File: src/rtl/wb_rr_arbiter_if.sv
// Wishbone bundle for the two-master / one-slave round-robin arbiter.
// Signal suffixes (_i/_o) are from the arbiter's point of view.
// The slave modport is the arbiter itself.
// The master modport is the surrounding environment: both requesters plus the shared slave.
interface wb_rr_arbiter_if #(
    parameter int ADDR_WIDTH = 32,
    parameter int DATA_WIDTH = 16
);
    logic                  m0_cyc_i;
    logic                  m0_stb_i;
    logic                  m0_we_i;
    logic [ADDR_WIDTH-1:0] m0_adr_i;
    logic [DATA_WIDTH-1:0] m0_dat_i;
    logic                  m0_ack_o;
    logic                  m0_err_o;

    logic                  m1_cyc_i;
    logic                  m1_stb_i;
    logic                  m1_we_i;
    logic [ADDR_WIDTH-1:0] m1_adr_i;
    logic [DATA_WIDTH-1:0] m1_dat_i;
    logic                  m1_ack_o;
    logic                  m1_err_o;

    logic [DATA_WIDTH-1:0] m_dat_o;

    logic                  s_cyc_o;
    logic                  s_stb_o;
    logic                  s_we_o;
    logic [ADDR_WIDTH-1:0] s_adr_o;
    logic [DATA_WIDTH-1:0] s_dat_o;
    logic                  s_ack_i;
    logic [DATA_WIDTH-1:0] s_dat_i;

    modport slave (
        input  m0_cyc_i, m0_stb_i, m0_we_i, m0_adr_i, m0_dat_i,
        input  m1_cyc_i, m1_stb_i, m1_we_i, m1_adr_i, m1_dat_i,
        input  s_ack_i, s_dat_i,
        output m0_ack_o, m0_err_o, m1_ack_o, m1_err_o, m_dat_o,
        output s_cyc_o, s_stb_o, s_we_o, s_adr_o, s_dat_o
    );

    modport master (
        output m0_cyc_i, m0_stb_i, m0_we_i, m0_adr_i, m0_dat_i,
        output m1_cyc_i, m1_stb_i, m1_we_i, m1_adr_i, m1_dat_i,
        output s_ack_i, s_dat_i,
        input  m0_ack_o, m0_err_o, m1_ack_o, m1_err_o, m_dat_o,
        input  s_cyc_o, s_stb_o, s_we_o, s_adr_o, s_dat_o
    );
endinterface

File: src/rtl/wb_rr_arbiter.sv
// Two-master, one-slave Wishbone arbiter.
// Whole cycles (cyc to cyc) are granted with round-robin fairness.
// A strobed access left unacknowledged for TIMEOUT_CYCLES cycles is aborted with a one-cycle err pulse.
// The slave-side outputs depend only on registered state and master inputs, never on s_ack_i.
module wb_rr_arbiter #(
    parameter int ADDR_WIDTH     = 32,
    parameter int DATA_WIDTH     = 16,
    parameter int TIMEOUT_CYCLES = 64
) (
    input  logic                  clk_i,
    input  logic                  rst_i,
    wb_rr_arbiter_if.slave        bus,
    output logic [1:0]            grant_o
);

    localparam int CNT_W = (TIMEOUT_CYCLES > 1) ? $clog2(TIMEOUT_CYCLES) : 1;
    localparam logic [CNT_W-1:0] CNT_LAST = CNT_W'(TIMEOUT_CYCLES - 1);

    typedef enum logic [1:0] {
        ST_IDLE = 2'd0,
        ST_BUSY = 2'd1,
        ST_ERR  = 2'd2
    } state_t;

    state_t           r_state;
    state_t           w_state_nxt;
    logic [1:0]       r_grant;
    logic [1:0]       w_grant_nxt;
    logic             r_last;
    logic             w_last_nxt;
    logic [CNT_W-1:0] r_cnt;
    logic [CNT_W-1:0] w_cnt_nxt;
    logic             r_err_first;
    logic             w_err_first_nxt;

    logic                  w_own;
    logic                  w_own_cyc;
    logic                  w_oth_cyc;
    logic                  w_own_stb;
    logic                  w_own_we;
    logic [ADDR_WIDTH-1:0] w_own_adr;
    logic [DATA_WIDTH-1:0] w_own_dat;
    logic                  w_busy;
    logic                  w_stb;
    logic                  w_ack;
    logic                  w_err;
    logic                  w_limit;
    logic                  w_idle_pick;
    logic [1:0]            w_rel_grant;
    state_t                w_rel_state;

    // Owner index is grant bit 1: 0 selects m0 (also while idle, where everything is gated off).
    assign w_own     = r_grant[1];
    assign w_own_cyc = w_own ? bus.m1_cyc_i : bus.m0_cyc_i;
    assign w_oth_cyc = w_own ? bus.m0_cyc_i : bus.m1_cyc_i;
    assign w_own_stb = w_own ? bus.m1_stb_i : bus.m0_stb_i;
    assign w_own_we  = w_own ? bus.m1_we_i  : bus.m0_we_i;
    assign w_own_adr = w_own ? bus.m1_adr_i : bus.m0_adr_i;
    assign w_own_dat = w_own ? bus.m1_dat_i : bus.m0_dat_i;

    // s_cyc_o stays high through the release cycle.
    // stb is gated by the owner's cyc, so a dropped cycle never strobes.
    assign w_busy      = (r_state == ST_BUSY);
    assign w_stb       = w_busy & w_own_cyc & w_own_stb;
    assign w_ack       = bus.s_ack_i & w_stb;
    assign w_err       = (r_state == ST_ERR) & r_err_first;
    assign w_limit     = (TIMEOUT_CYCLES != 0) && (r_cnt == CNT_LAST);

    assign bus.s_cyc_o  = w_busy;
    assign bus.s_stb_o  = w_stb;
    assign bus.s_we_o   = w_busy & w_own_we;
    assign bus.s_adr_o  = w_busy ? w_own_adr : '0;
    assign bus.s_dat_o  = w_busy ? w_own_dat : '0;
    assign bus.m0_ack_o = w_ack & ~w_own;
    assign bus.m1_ack_o = w_ack &  w_own;
    assign bus.m0_err_o = w_err & ~w_own;
    assign bus.m1_err_o = w_err &  w_own;
    assign bus.m_dat_o  = bus.s_dat_i;
    assign grant_o      = r_grant;

    // On a tie the master that did not win last time gets the bus.
    // A lone requester selects itself.
    assign w_idle_pick = (bus.m0_cyc_i & bus.m1_cyc_i) ? ~r_last : bus.m1_cyc_i;

    // On release, hand straight over to a waiting master, otherwise fall back to idle.
    assign w_rel_grant = w_oth_cyc ? (w_own ? 2'b01 : 2'b10) : 2'b00;
    assign w_rel_state = w_oth_cyc ? ST_BUSY : ST_IDLE;

    // Next-state logic: grant, release/handover and timeout supervision.
    always_comb begin
        w_state_nxt     = r_state;
        w_grant_nxt     = r_grant;
        w_last_nxt      = r_last;
        w_cnt_nxt       = r_cnt;
        w_err_first_nxt = 1'b0;
        case (r_state)
            ST_IDLE: begin
                if (bus.m0_cyc_i | bus.m1_cyc_i) begin
                    w_grant_nxt = w_idle_pick ? 2'b10 : 2'b01;
                    w_last_nxt  = w_idle_pick;
                    w_state_nxt = ST_BUSY;
                    w_cnt_nxt   = '0;
                end
            end
            ST_BUSY: begin
                if (!w_own_cyc) begin
                    w_state_nxt = w_rel_state;
                    w_grant_nxt = w_rel_grant;
                    w_last_nxt  = w_oth_cyc ? ~w_own : r_last;
                    w_cnt_nxt   = '0;
                end else if (w_ack) begin
                    w_cnt_nxt = '0;
                end else if (w_stb) begin
                    if (w_limit) begin
                        w_state_nxt     = ST_ERR;
                        w_cnt_nxt       = '0;
                        w_err_first_nxt = 1'b1;
                    end else begin
                        w_cnt_nxt = r_cnt + CNT_W'(1);
                    end
                end
            end
            ST_ERR: begin
                if (!w_own_cyc) begin
                    w_state_nxt = w_rel_state;
                    w_grant_nxt = w_rel_grant;
                    w_last_nxt  = w_oth_cyc ? ~w_own : r_last;
                    w_cnt_nxt   = '0;
                end
            end
            default: begin
                w_state_nxt = ST_IDLE;
                w_grant_nxt = 2'b00;
                w_cnt_nxt   = '0;
            end
        endcase
    end

    // State registers.
    // last_grant resets to m1 so that m0 wins the first tie.
    always_ff @(posedge clk_i or negedge rst_i) begin
        if (!rst_i) begin
            r_state     <= ST_IDLE;
            r_grant     <= 2'b00;
            r_last      <= 1'b1;
            r_cnt       <= '0;
            r_err_first <= 1'b0;
        end else begin
            r_state     <= w_state_nxt;
            r_grant     <= w_grant_nxt;
            r_last      <= w_last_nxt;
            r_cnt       <= w_cnt_nxt;
            r_err_first <= w_err_first_nxt;
        end
    end

endmodule

File: src/flat_wrapper.sv
// flat-port wrapper written by rule: the top's interface ports become plain ports
module wb_rr_arbiter_flat 
#(
    parameter int ADDR_WIDTH     = 32,
    parameter int DATA_WIDTH     = 16,
    parameter int TIMEOUT_CYCLES = 64
)
  (clk_i, rst_i, grant_o, bus_m0_cyc_i, bus_m0_stb_i, bus_m0_we_i, bus_m0_adr_i, bus_m0_dat_i, bus_m1_cyc_i, bus_m1_stb_i, bus_m1_we_i, bus_m1_adr_i, bus_m1_dat_i, bus_s_ack_i, bus_s_dat_i, bus_m0_ack_o, bus_m0_err_o, bus_m1_ack_o, bus_m1_err_o, bus_m_dat_o, bus_s_cyc_o, bus_s_stb_o, bus_s_we_o, bus_s_adr_o, bus_s_dat_o);
  wb_rr_arbiter_if #(.ADDR_WIDTH(ADDR_WIDTH), .DATA_WIDTH(DATA_WIDTH)) bus_i ();
  input  logic clk_i;
  input  logic rst_i;
  output logic [1:0] grant_o;
  input wire logic [$bits(bus_i.m0_cyc_i)-1:0] bus_m0_cyc_i;
  input wire logic [$bits(bus_i.m0_stb_i)-1:0] bus_m0_stb_i;
  input wire logic [$bits(bus_i.m0_we_i)-1:0] bus_m0_we_i;
  input wire logic [$bits(bus_i.m0_adr_i)-1:0] bus_m0_adr_i;
  input wire logic [$bits(bus_i.m0_dat_i)-1:0] bus_m0_dat_i;
  input wire logic [$bits(bus_i.m1_cyc_i)-1:0] bus_m1_cyc_i;
  input wire logic [$bits(bus_i.m1_stb_i)-1:0] bus_m1_stb_i;
  input wire logic [$bits(bus_i.m1_we_i)-1:0] bus_m1_we_i;
  input wire logic [$bits(bus_i.m1_adr_i)-1:0] bus_m1_adr_i;
  input wire logic [$bits(bus_i.m1_dat_i)-1:0] bus_m1_dat_i;
  input wire logic [$bits(bus_i.s_ack_i)-1:0] bus_s_ack_i;
  input wire logic [$bits(bus_i.s_dat_i)-1:0] bus_s_dat_i;
  output wire logic [$bits(bus_i.m0_ack_o)-1:0] bus_m0_ack_o;
  output wire logic [$bits(bus_i.m0_err_o)-1:0] bus_m0_err_o;
  output wire logic [$bits(bus_i.m1_ack_o)-1:0] bus_m1_ack_o;
  output wire logic [$bits(bus_i.m1_err_o)-1:0] bus_m1_err_o;
  output wire logic [$bits(bus_i.m_dat_o)-1:0] bus_m_dat_o;
  output wire logic [$bits(bus_i.s_cyc_o)-1:0] bus_s_cyc_o;
  output wire logic [$bits(bus_i.s_stb_o)-1:0] bus_s_stb_o;
  output wire logic [$bits(bus_i.s_we_o)-1:0] bus_s_we_o;
  output wire logic [$bits(bus_i.s_adr_o)-1:0] bus_s_adr_o;
  output wire logic [$bits(bus_i.s_dat_o)-1:0] bus_s_dat_o;
  assign bus_i.m0_cyc_i = bus_m0_cyc_i;
  assign bus_i.m0_stb_i = bus_m0_stb_i;
  assign bus_i.m0_we_i = bus_m0_we_i;
  assign bus_i.m0_adr_i = bus_m0_adr_i;
  assign bus_i.m0_dat_i = bus_m0_dat_i;
  assign bus_i.m1_cyc_i = bus_m1_cyc_i;
  assign bus_i.m1_stb_i = bus_m1_stb_i;
  assign bus_i.m1_we_i = bus_m1_we_i;
  assign bus_i.m1_adr_i = bus_m1_adr_i;
  assign bus_i.m1_dat_i = bus_m1_dat_i;
  assign bus_i.s_ack_i = bus_s_ack_i;
  assign bus_i.s_dat_i = bus_s_dat_i;
  assign bus_m0_ack_o = bus_i.m0_ack_o;
  assign bus_m0_err_o = bus_i.m0_err_o;
  assign bus_m1_ack_o = bus_i.m1_ack_o;
  assign bus_m1_err_o = bus_i.m1_err_o;
  assign bus_m_dat_o = bus_i.m_dat_o;
  assign bus_s_cyc_o = bus_i.s_cyc_o;
  assign bus_s_stb_o = bus_i.s_stb_o;
  assign bus_s_we_o = bus_i.s_we_o;
  assign bus_s_adr_o = bus_i.s_adr_o;
  assign bus_s_dat_o = bus_i.s_dat_o;
  wb_rr_arbiter #(.ADDR_WIDTH(ADDR_WIDTH), .DATA_WIDTH(DATA_WIDTH), .TIMEOUT_CYCLES(TIMEOUT_CYCLES)) u_core (.clk_i(clk_i), .rst_i(rst_i), .bus(bus_i), .grant_o(grant_o));
endmodule
File: config.mk
export PLATFORM = sky130hd
export DESIGN_NAME = wb_rr_arbiter_flat
export DESIGN_NICKNAME = d
export VERILOG_FILES = /design/src/rtl/wb_rr_arbiter_if.sv /design/src/rtl/wb_rr_arbiter.sv /design/src/flat_wrapper.sv
export SDC_FILE = /design/constraint.sdc
export NUM_CORES = 1
export LEC_CHECK = 0
export BUFFER_PORTS_ARGS = -buffer_cell sky130_fd_sc_hd__buf_4
export CAP_MARGIN = 20
export CORE_AREA = 2 2 76 78
export CTS_CLUSTER_SIZE = 25
export DETAILED_ROUTE_END_ITERATION = 8
export DIE_AREA = 0 0 78 80
export GPL_TIMING_DRIVEN = 0
export PLACE_DENSITY = 0.77
export SLEW_MARGIN = 5
export SYNTH_ARGS = -nofsm -noshare
export SYNTH_HDL_FRONTEND = slang
export SYNTH_SLANG_ARGS = --single-unit
export TNS_END_PERCENT = 20
File: constraint.sdc
create_clock -name clk_i -period 2.8 [get_ports clk_i]
set_input_delay 0.14 -clock clk_i [delete_from_list [all_inputs] [get_ports clk_i]]
set_output_delay 0.14 -clock clk_i [all_outputs]
set_load 0.02 [all_outputs]
# Word level (Yosys, flattened, before mapping)
# Index checks and enable logic that the tools add are counted.
[word_totals]
reg_bits = 12
inputBits = 121
output_inout_bits = 73
word_cells = 76
[op_classes]
add_sub_neg = 1
n_eq_ne = 11
reduce_logical = 7
n_mux = 39
n_bitwise = 13
[op_table]
columns = ["operator", "n"]
rows = [
  ["$mux W32", 2],
  ["$mux W6", 6],
  ["$mux W16", 2],
  ["$mux W2", 11],
  ["$pmux W6 S3", 1],
  ["$mux W1", 14],
  ["$and A1 B1 Y1", 10],
  ["$ne A3 B3 Y1 const B", 3],
  ["$add A6 B1 Y6 const B", 1],
  ["$eq A6 B6 Y1 const B", 1],
  ["$pmux W2 S3", 1],
  ["$reduce_and A5 Y1", 1],
  ["$ne A2 B1 Y1 const B", 2],
  ["$ne A2 B2 Y1 const B", 2],
  ["$ne A4 B4 Y1 const B", 1],
  ["$pmux W2 S2", 1],
  ["$reduce_and A4 Y1", 1],
  ["$reduce_and A3 Y1", 1],
  ["$eq A2 B1 Y1 const B", 1],
  ["$eq A2 B2 Y1 const B", 1],
  ["$logic_not A2 Y1", 1],
  ["$not A1 Y1", 2],
  ["$pmux W1 S2", 1],
  ["$reduce_and A2 Y1", 1],
  ["3 further kinds", 3],
]

# Depth between registers and ports, before layout
# Gate-level depths: netlist of the first run.
[logic_depth]
depth_word = 7
depth_mapped = 6
ltp_nobuf = 6

# Worst setup path after synthesis of the first run
# No wires, ideal clock.
[synth_timing]
path_kind = "reg-to-output"
start = "register u_core.r_state[1]"
end = "output port bus_s_adr_o[21]"
slack_ns = 0.860
t_arrival_ns = 1.800
path_buffers = 2
t_required_ns = 2.660
path_stages_with_launch = 7
cell_sequence = "dfrtp_1 > inv_1 > ha_1 > clkinv_1 > clkbuf_1 > clkbuf_1 > nor2_1"
[synth_via]
elab_chain_cells = 2
[synth_lines]
columns = ["element", "line_no", "text"]
rows = [
  ["start: declaration", "wb_rr_arbiter.sv:25", "state_t r_state;"],
  ["start signal: assignment", "wb_rr_arbiter.sv:149", "r_state <= w_state_nxt;"],
  ["$eq A2 B1 Y1", "wb_rr_arbiter.sv:63", "assign w_busy = (r_state == ST_BUSY);"],
  ["via bus_s_cyc_o", "flat_wrapper.sv:30", "output wire logic [$bits(bus_i.s_cyc_o)-1:0] bus_s_cyc_o;"],
  ["$mux W32", "wb_rr_arbiter.sv:72", "assign bus.s_adr_o = w_busy ? w_own_adr : '0;"],
  ["end: declaration", "flat_wrapper.sv:33", "output wire logic [$bits(bus_i.s_adr_o)-1:0] bus_s_adr_o;"],
]
# The timed path passes the listed nets, and every way through them passes these cells.

# Worst setup path in the final report of the first run
[layout_timing]
start = "register u_core.r_state[1]"
end = "output port bus_s_adr_o[27]"
[layout_via]
elab_chain_cells = 2
[layout_lines]
columns = ["element", "line_no"]
rows = [
  ["$eq A2 B1 Y1", "wb_rr_arbiter.sv:63"],
  ["$mux W32", "wb_rr_arbiter.sv:72"],
]
# No other way between the ends.

==> flow_metrics.py, run 1 <==
metrics = {
    "outcome": {
        "outcome": "completed",
    },
    "die": {
        "coreArea_mm2": 0.005405,
        "die_w_um": 78,
        "rows": 27,
        "die-area_mm2": 0.006240,
        "die_y_um": 80,
        "start_util_pct": 32.92,
        "top_level_ports": 194,
    },
    "critical_path": {
        "timing.reg2reg.setup_slack_ns": 0.83,
        "critPathCaptureType": "output pin",
        "r2r_start": "u_core.r_state[0]",
        "cp-start-kind": "flop",
        "endpoint": "bus_s_adr_o[27]",
        "ff_to_ff_path_depth": 6,
        "critical_path_class": "flop to output pin",
        "worstPathRequired_ns": 2.66,
        "crit_arrival_ns": 2.21,
        "setup.worst_path.start": "u_core.r_state[1]",
        "critical_path_peak_fanout": 10,
        "timing.rr.end": "u_core.r_state[0]",
    },
    "synth": {
        "synth_largest_type_area_fraction_pct": 28.69,
        "post_synth.cell_area_avg_um2": 7.804,
        "yosys_most_used_dff": "sky130_fd_sc_hd__dfrtp_1",
        "synthXorXnorAreaFrac_pct": 0,
        "syn_inst": 228,
        "largest_family_of_logic_cells_by_synthesized_area": "multiplexers",
        "ys_seq_elements": 12,
        "synth_enable_flop_cells": 0,
        "yosys_warnings": 0,
        "synth-async-reset-ratio_pct": 100.0,
        "synth_area_mm2": 0.001779,
        "synth_compound_gate_area_share_pct": 14.49,
        "synth_simple_gate_area_share_pct": 20.89,
        "yosysSeqAreaShare_pct": 16.95,
        "synth_largest_area_cell": "sky130_fd_sc_hd__mux2i_1",
        "nets_in_the_synthesized_netlist": 354,
        "synth_top_cells_by_area": "sky130_fd_sc_hd__mux2i_1 29%, sky130_fd_sc_hd__dfrtp_1 15%, sky130_fd_sc_hd__nor2_1 12%, sky130_fd_sc_hd__buf_4 6.8%, sky130_fd_sc_hd__ha_1 3.5%",
        "synth_mux_area_share_pct": 32.07,
        "yosys.cell_types.count": 43,
        "post_synth_adder_cell_area_pct": 3.516,
    },
    "grt": {
        "vias_in_the_first_global_route": 2240,
        "track_usage_pct": 20.44,
        "grt_start_max_net_pins": 13,
        "grt_first_pass_wirelength_um": 10480,
        "grt_overflow_total": 0,
        "antenna_found_initial": 0,
    },
    "placed_design": {
        "instance_count_after_placement_with_tap_cells_included": 476,
        "io_buffer_count": 176,
        "place_hpwl_um": 5872,
        "globalplace.congestion": 0.7827,
        "post_place_cell_area_mm2": 0.003191,
    },
    "cts": {
        "postCtsSetupRepairBufs": 0,
        "cts_inserted_buffers": 3,
        "path_clk_slew_ns": 0.05,
        "cts.repair.resized": 0,
        "numClockSinks": 12,
        "insertion_delay_ns": 0.24,
        "clock_path_buffers": 2,
        "tritoncts_clock_tree": "done",
        "clock_tree.root_cell": "sky130_fd_sc_hd__clkbuf_8",
        "clock_tree.htree_level_count": 1,
    },
    "pwr": {
        "ir_worst_vdd_uv": 380.3,
        "power-per-cell-area_mw_per_mm2": 765.6,
        "post-layout-total-power_mw": 2.485,
        "power_leakage_nw": 1.688,
    },
    "final_layout": {
        "finalNonFillerCells": 481,
        "antennaDiodeCount": 0,
        "drive_above_1_share_pct": 51.34,
        "area_taken_by_multi_input_logic_gates_mm2": 0.001262,
        "final_nets": 536,
        "fin_area_mm2": 0.003246,
        "fillCellCount": 501,
        "area_growth_from_synthesis_to_final_layout_pct": 82.42,
        "finish.utilization_pct": 60.05,
        "seq_area_um2": 301.5,
    },
    "route": {
        "drt_first_pass_iters": 4,
        "initial_detailed_routing_violation_count": 97,
        "post-route-drc-count": 0,
        "drt.antenna.violating_nets": 0,
        "avgRoutedWirePerCell_um": 14.55,
        "detailroute.via_count": 2320,
        "avgViaCountPerCell": 4.823,
        "drt-total-wl_um": 6998,
    },
    "hold_path": {
        "min_delay_src": "bus_s_ack_i",
        "hp-class": "primary input to flop",
    },
    "sta": {
        "period_share_pct": 83.97,
        "worst_slew_pin_slew_ns": 0.5073,
        "setup_tns_ns": 0,
        "maxClockFrequency_mhz": 425.3,
        "worst_slew_margin_rel_pct": 65.82,
        "grt_setup_unrepaired": "no",
        "finClkSkew_ns": 0.004485,
        "final.min_clock_period_ns": 2.351,
        "maxSlewViolCount": 0,
        "report.final.setup_viol": 0,
        "finalHoldViolations": 0,
    },
    "flow_run": {
        "maxCapViolations": 0,
    },
}
logic make-up (layout without fill, tap and decap cells):
kind of cell / count (synthesis) / count (layout)
AOI/OAI and AO/OA: 36 / 36
adders and majority gates: 5 / 5
DFF: 12 / 12
and+or+nand+nor: 82 / 82
muxes: 56 / 56
buffers and inverters: 37 / 218
layout make-up:
cell class,instances,share of cell area (%)
Clock buffer,4,1.388
Inverter,7,0.8096
Multi-Input combinational cell,179,38.90
Buffer,30,5.821
Sequential cell,12,9.291
Tap cell,72,2.776
Timing Repair Buffer,177,41.02
repair_timing:
| action | CTS | global route |
|---|---|---|
| setup endpoints to repair | 0 | 0 |
| hold buffers | 1 | 0 |
| endpoints found under the hold margin | 12 | 0 |
worst max-delay path: stages (launching register included):
cell	delay (ns)
sky130_fd_sc_hd__dfrtp_1	0.39
sky130_fd_sc_hd__inv_1	0.08
sky130_fd_sc_hd__ha_1	0.28
sky130_fd_sc_hd__clkinv_1	0.17
sky130_fd_sc_hd__clkbuf_1	0.37
sky130_fd_sc_hd__clkbuf_1	0.39
sky130_fd_sc_hd__nor2_1	0.12
sky130_fd_sc_hd__buf_4	0.18
worst min path at each step:
stage                               endpoint  cells past startpoint
after floorplan            u_core.grant_o[0]                      0
after detailed placement     u_core.r_cnt[2]                      1
after global routing      u_core.r_err_first                      2
after global placement       u_core.r_cnt[2]                      1
after CTS                 u_core.r_err_first                      2
final                     u_core.r_err_first                      2
stage by stage:
step	hold WS, ns	setup slack [ns]
floorplan	-0.1556	0.8599
finish	0.1187	0.4489
global route	0.1092	0.2292
detailed placement	-0.008208	0.6932
CTS	0.1044	0.4187
global placement	-0.01009	0.6938
Yosys cell counts, drive strengths merged (2+ instances only):
cell	n
buf	24
o21bai	2
a2bb2oi	2
o21ai	6
dfrtp	11
o211ai	2
and4	2
mux2i	51
a31oi	3
nand3	3
nand2	5
a21oi	6
inv	6
a22o	2
ha	5
or4	2
clkbuf	6
o31ai	4
and3	2
mux2	5
nor3b	3
nor2	57
nand3b	2
a22oi	2
nor2b	2
a21o	2
per-layer routing:
layer | up-vias | wire length, µm | GRT usage, %
li1 | 1150 | - | -
met2 | 122 | 3597 | 36.81
met1 | 1038 | 2563 | 23.50
met5 | - | 0 | 0
met4 | 0 | 72 | 2.632
met3 | 10 | 764 | 7.919
registers in the layout, indices dropped and copies added (netlist names):
signal,flops
u_core.r_state,2
u_core.r_last,1
u_core.r_cnt,6
u_core.grant_o,2
u_core.r_err_first,1
power breakdown:
part | leakage, nW | internal (mW) | switching (mW)
logic | 1.51 | 0.910 | 1.16
clock network | 0.0228 | 0.100 | 0.0631
registers | 0.158 | 0.219 | 0.0325
total | 1.69 | 1.23 | 1.26
cell usage in the layout, fill, tap and decap left out, drive strengths merged:
cell / n
a31oi: 3
nand2: 5
nor3: 1
o31ai: 4
dfrtp: 11
and4: 2
a21oi: 6
a21o: 2
nor2b: 2
a2111oi: 1
o211ai: 2
and3: 2
ha: 5
nand3: 3
o21a: 1
a211oi: 1
nand4: 1
o21bai: 2
or4: 2
o21ai: 6
o2111ai: 1
mux2i: 51
inv: 6
and3b: 1
dfstp: 1
buf: 200
a32o: 1
nand3b: 2
nor2: 57
nor3b: 3
a22oi: 2
a2bb2oi: 2
a22o: 2
dlygate4sd3: 1
nand4b: 1
clkinv: 1
mux2: 5
clkbuf: 10
Note: power is estimated with default switching activity, not from simulation.
==> inputs of run 2 (changes only) <==
Settings changed: CORE_AREA 2 2 76 78 to unset, CORE_ASPECT_RATIO set to 0.9, CORE_UTILIZATION set to 32, DIE_AREA 0 0 78 80 to unset, PLACE_DENSITY 0.77 to 0.79.
Clock period 2.8 ns to 2 ns, I/O delays scaled along.
==> run 2 against run 1 <==
Power rose by 40%. Critical path depth fell by 1. Combinational power rose by 39%. First-iteration DRC count fell by 45%. Clock power rose by 43%. Worst setup slack got worse by 0.32 ns. Die area fell by 6.0%. Sequential power rose by 40%. Register-to-register slack got worse by 0.70 ns. Clock-buffer cell count did not move. Largest cell class unchanged. Largest power group unchanged.
==> flow_metrics.py, run 2 (synthesis results as in run 1) <==
metrics = {
    "critical_path": {
        "critical_path.top_delay_family": "buffers and inverters",
        "critical_path_peak_fanout": 10,
        "timing.reg2reg.setup_slack_ns": 0.13,
        "worstPathRequired_ns": 1.90,
        "critPathMaxStageDelay_ns": 0.42,
        "crit_arrival_ns": 1.77,
        "timing.critical_path.cells": "inv_1, ha_2, clkinv_2, clkbuf_1, nor2_1, buf_4",
        "slowest_stage": "sky130_fd_sc_hd__dfrtp_1",
        "critPathCaptureType": "output pin",
        "critical_path_class": "flop to output pin",
        "cp.buffers_inverters": 4,
        "cp-start-kind": "flop",
    },
    "outcome": {
        "outcome": "completed",
    },
    "grt": {
        "grt_start_max_net_pins": 20,
        "track_usage_pct": 20.43,
        "antenna_found_initial": 0,
        "grt_first_pass_wirelength_um": 9542,
        "grt_overflow_total": 0,
        "vias_in_the_first_global_route": 2107,
    },
    "final_layout": {
        "largest-register": "u_core.r_cnt",
        "layout_common_cells": "192 x sky130_fd_sc_hd__buf_4, 57 x sky130_fd_sc_hd__nor2_1, 51 x sky130_fd_sc_hd__mux2i_1, 11 x sky130_fd_sc_hd__dfrtp_1, 8 x sky130_fd_sc_hd__buf_2",
        "largest_register_ff_count": 6,
        "finish.utilization_pct": 60.96,
        "area_growth_from_synthesis_to_final_layout_pct": 82.21,
        "final_nets": 534,
        "antennaDiodeCount": 0,
        "layout_commonest_cell": "sky130_fd_sc_hd__buf_4",
        "finalNonFillerCells": 474,
        "drive_above_1_share_pct": 52.58,
    },
    "die": {
        "rows": 25,
        "top_level_ports": 194,
        "coreArea_mm2": 0.005318,
        "die-area_mm2": 0.005863,
        "start_util_pct": 33.46,
        "die_w_um": 80.60,
        "die_y_um": 72.74,
    },
    "pwr": {
        "power_frac_seq_pct": 10.1,
        "power.combinational.fraction_pct": 83.2,
        "switching_share_of_power_pct": 50.29,
        "post-layout-total-power_mw": 3.467,
        "ir_worst_vdd_uv": 608.7,
        "pwr-share-clk_pct": 6.7,
        "power_report.internal_total_mw": 1.724,
        "power_leakage_nw": 1.692,
        "power.switching_mw": 1.744,
        "power-per-cell-area_mw_per_mm2": 1070,
    },
    "cts": {
        "insertion_delay_ns": 0.24,
        "cts_inserted_buffers": 3,
        "tritoncts_clock_tree": "done",
        "path_clk_slew_ns": 0.05,
        "clock_tree.htree_level_count": 1,
        "postCtsSetupRepairBufs": 0,
        "clock_path_buffers": 2,
        "clock_tree.root_cell": "sky130_fd_sc_hd__clkbuf_8",
        "numClockSinks": 12,
    },
    "sta": {
        "worst_slew_pin_slew_ns": 0.4348,
        "maxSlewViolCount": 0,
        "finalHoldViolations": 0,
        "worst_slew_margin_rel_pct": 70.71,
        "report.final.setup_viol": 0,
        "period_share_pct": 93.39,
        "finClkSkew_ns": 0.005716,
        "maxClockFrequency_mhz": 535.4,
        "whs_ns": 0.05570,
        "final.min_clock_period_ns": 1.868,
        "grt_setup_unrepaired": "yes",
        "worst_slack_ns": 0.1322,
    },
    "route": {
        "drt.antenna.violating_nets": 0,
        "initial_detailed_routing_violation_count": 53,
        "detailroute.via_count": 2281,
        "drt-total-wl_um": 6518,
        "avgRoutedWirePerCell_um": 13.75,
        "post-route-drc-count": 0,
        "avgViaCountPerCell": 4.812,
        "drt_first_pass_iters": 4,
    },
    "placed_design": {
        "io_buffer_count": 176,
        "dp_worst_setup_slack_ns": -0.05745,
        "place_hpwl_um": 5442,
        "globalplace.congestion": 0.7945,
        "instance_count_after_placement_with_tap_cells_included": 471,
    },
    "hold_path": {
        "hp-class": "primary input to flop",
    },
    "flow_run": {
        "maxCapViolations": 0,
    },
}
run 2: worst reg2reg max path, cell delays in order, from the launching register on:
cell                        delay (ns)
sky130_fd_sc_hd__dfrtp_1          0.35
sky130_fd_sc_hd__buf_6            0.18
sky130_fd_sc_hd__mux2_4           0.36
sky130_fd_sc_hd__a21oi_2          0.30
sky130_fd_sc_hd__o2111ai_1        0.21
sky130_fd_sc_hd__mux2_1           0.34
run 2: path summary, 6_finish.rpt:
| kind | from | depth (start not counted) | end |
|---|---|---|---|
| max | u_core.r_state[1] | 6 | bus_s_adr_o[1] |
| min | bus_s_ack_i | 2 | u_core.r_err_first |
| max reg2reg | u_core.grant_o[1] | 5 | u_core.r_state[0] |
| min reg2reg | u_core.grant_o[0] | 1 | u_core.grant_o[0] |
| max in group asynchronous | rst_i | 2 | u_core.r_last |
| min in group asynchronous | rst_i | 2 | u_core.r_cnt[0] |
run 2: through the flow:
step	instance area (µm²)	TNS, ns
CTS	3237	0
floorplan	1779	0
global placement	3184	-0.1334
detailed placement	3184	-0.4297
finish	3242	0
global route	3242	-0.003354
run 2: routing by layer:
layer	up-vias	part of all wire (%)	track usage [%]
met5	-	0	0
met4	0	0.49	1.984
met3	4	8.6	5.000
met2	99	53	38.89
met1	1026	38	23.69
li1	1152	-	-
run 2: timing repair:
action,4_1_cts,5_1_grt
gates resized for setup,3,3
hold buffers,1,0
endpoints found under the hold margin,12,0
setup endpoints to repair,49,26
run 2: power by group through the flow:
stage | logic, mW | clock network [mW] | registers, mW
after global placement | 2.86 | 0 | 0.352
final | 2.88 | 0.233 | 0.351
after CTS | 2.91 | 0.241 | 0.350
after global routing | 3.10 | 0.253 | 0.362
after detailed placement | 2.90 | 0 | 0.355
after floorplan | 1.78 | 0 | 0.368
run 2: cell type report:
cell class                 count  area, µm²
buffer                        28      182.7
clock buffer                   4      45.04
fill                         505       2076
inverter                       7      27.53
multi-input combinational    179       1270
sequential                    12      301.5
tap                           67      83.83
timing repair buffer         177       1331
==> inputs of run 3 (changes only) <==
Settings changed: REMOVE_ABC_BUFFERS set to 1.
==> run 3 against run 2 <==
Combinational power rose by 5%. Final cell count shrank 6.8%. Die area unchanged. Critical path type is now flop to flop. Critical endpoint is now u_core.r_state[0].
==> flow_metrics.py, run 3 (synthesis results as in run 1) <==
metrics = {
    "outcome": {
        "outcome": "completed",
    },
    "route": {
        "avgViaCountPerCell": 5.165,
        "drt_first_pass_iters": 4,
        "detailroute.via_count": 2283,
        "drt.antenna.violating_nets": 0,
        "avgRoutedWirePerCell_um": 19.40,
        "initial_detailed_routing_violation_count": 79,
        "post-route-drc-count": 0,
        "drt-total-wl_um": 8574,
    },
    "critical_path": {
        "cp.buffers_inverters": 0,
        "crit_arrival_ns": 2.09,
        "worstPathRequired_ns": 2.14,
        "setup.worst_path.start": "u_core.grant_o[1]",
        "critical_path.top_delay_family": "multiplexers",
        "critical_path_peak_fanout": 12,
        "timing.critical_path.cells": "mux2_4, a21oi_2, o2111ai_1, mux2_1",
        "critical_path_class": "flop to flop",
        "critPathCaptureType": "flop",
        "cp-start-kind": "flop",
        "r2r_start": "u_core.grant_o[1]",
        "slowest_stage": "sky130_fd_sc_hd__dfrtp_4",
        "critPathMaxStageDelay_ns": 0.57,
    },
    "pwr": {
        "ir_worst_vdd_uv": 1049,
        "power_report.internal_total_mw": 1.862,
        "power.combinational.fraction_pct": 81.9,
        "post-layout-total-power_mw": 3.682,
        "pwr-share-clk_pct": 7.6,
        "power.switching_mw": 1.820,
        "power_leakage_nw": 1.574,
        "power_frac_seq_pct": 10.6,
        "power-per-cell-area_mw_per_mm2": 1192,
        "switching_share_of_power_pct": 49.42,
    },
    "grt": {
        "grt_first_pass_wirelength_um": 11620,
        "grt_overflow_total": 0,
        "grt_start_max_net_pins": 47,
        "antenna_found_initial": 0,
        "track_usage_pct": 27.54,
        "vias_in_the_first_global_route": 2064,
    },
    "die": {
        "die_y_um": 72.74,
        "start_util_pct": 33.46,
        "top_level_ports": 194,
        "coreArea_mm2": 0.005318,
        "die_w_um": 80.60,
        "rows": 25,
        "die-area_mm2": 0.005863,
    },
    "sta": {
        "worst_slew_pin_slew_ns": 0.3663,
        "maxClockFrequency_mhz": 513.4,
        "whs_ns": 0.05209,
        "maxSlewViolCount": 0,
        "worst_slack_ns": 0.05214,
        "final.min_clock_period_ns": 1.948,
        "finClkSkew_ns": 0.008505,
        "worst_slew_margin_rel_pct": 74.95,
        "period_share_pct": 97.39,
        "finalHoldViolations": 0,
        "report.final.setup_viol": 0,
    },
    "final_layout": {
        "final_nets": 502,
        "antennaDiodeCount": 0,
        "fillCellCount": 496,
        "largest-register": "u_core.r_cnt",
        "layout_commonest_cell": "sky130_fd_sc_hd__buf_4",
        "largest_register_ff_count": 6,
        "drive_above_1_share_pct": 49.87,
        "area_growth_from_synthesis_to_final_layout_pct": 73.63,
        "layout_common_cells": "170 x sky130_fd_sc_hd__buf_4, 57 x sky130_fd_sc_hd__nor2_1, 51 x sky130_fd_sc_hd__mux2i_1, 10 x sky130_fd_sc_hd__dfrtp_1, 6 x sky130_fd_sc_hd__inv_1",
    },
    "cts": {
        "clock_path_buffers": 2,
        "insertion_delay_ns": 0.25,
        "numClockSinks": 12,
        "path_clk_slew_ns": 0.06,
        "clock_tree.root_cell": "sky130_fd_sc_hd__clkbuf_8",
        "cts_inserted_buffers": 3,
        "clock_tree.htree_level_count": 1,
        "tritoncts_clock_tree": "done",
    },
    "hold_path": {
        "hp-class": "primary input to flop",
        "min_delay_src": "bus_s_ack_i",
    },
    "placed_design": {
        "io_buffer_count": 161,
        "globalplace.congestion": 0.8744,
        "dp_worst_setup_slack_ns": -0.4143,
        "place_hpwl_um": 7108,
    },
    "flow_run": {
        "maxCapViolations": 0,
    },
}
run 3: changes by cell type in the layout (fill, tap and decap cells not counted), moves of 2 or more:
cell	change
sky130_fd_sc_hd__buf_2	-8
sky130_fd_sc_hd__buf_16	+2
sky130_fd_sc_hd__clkbuf_1	-3
sky130_fd_sc_hd__buf_4	-22
run 3: stage by stage:
stage	instances	instance area, µm²	utilization (%)	setup TNS [ns]
after global routing	442	3089	58.09	-0.009048
after detailed placement	428	2942	55.32	-8.912
final	442	3089	58.09	0
after global placement	426	2883	54.21	-81.46
after floorplan	198	1590	-	-55.04
after CTS	433	3014	56.68	0
run 3: worst paths after layout:
path,cells past startpoint,slack (ns),to
worst max-delay path,4,0.05,u_core.r_state[0]
worst min-delay path,2,0.05,u_core.r_err_first
worst max register to register,4,0.05,u_core.r_state[0]
worst min register to register,1,0.52,u_core.grant_o[0]
max in group asynchronous,2,1.54,u_core.r_last
min in group asynchronous,2,0.22,u_core.grant_o[1]
run 3: cell type report:
type,instances,area [µm²],area share (%)
Multi-Input combinational cell,179,1270,41.11
Inverter,7,33.78,1.094
Sequential cell,12,305.3,9.883
Tap cell,67,83.83,2.714
Timing Repair Buffer,173,1341,43.42
Clock buffer,4,55.05,1.782
run 3: repair_timing:
action                     CTS  global route
pin swaps                    0             0
hold buffers                 1             0
resized for setup            3             3
setup endpoints to repair   54            16
hold endpoints to repair    12             0
setup buffers                0             9
run 3: worst reg2reg max path: cells and delay by family (launching register included):
kind,cells,cell delay [ns]
AO/OA/AOI/OAI,2,0.54
flip-flops,1,0.57
multiplexers,2,0.72
run 3: layer usage:
layer  global-route usage, %  share of wire, %  wire length (µm)
met4                   8.929               3.6               309
met5                       0                 0                 0
met1                   24.94                31              2680
met2                   51.04                51              4370
met3                   16.13                14              1213
run 3: power by group through the flow:
stage | sequential [mW] | clock, mW | combinational, mW
2_1_floorplan | 0.536 | 0 | 1.56
3_3_place_gp | 0.561 | 0 | 2.62
3_5_place_dp | 0.417 | 0 | 2.82
4_1_cts | 0.413 | 0.282 | 2.85
5_1_grt | 0.395 | 0.293 | 3.21
6_report | 0.389 | 0.278 | 3.01
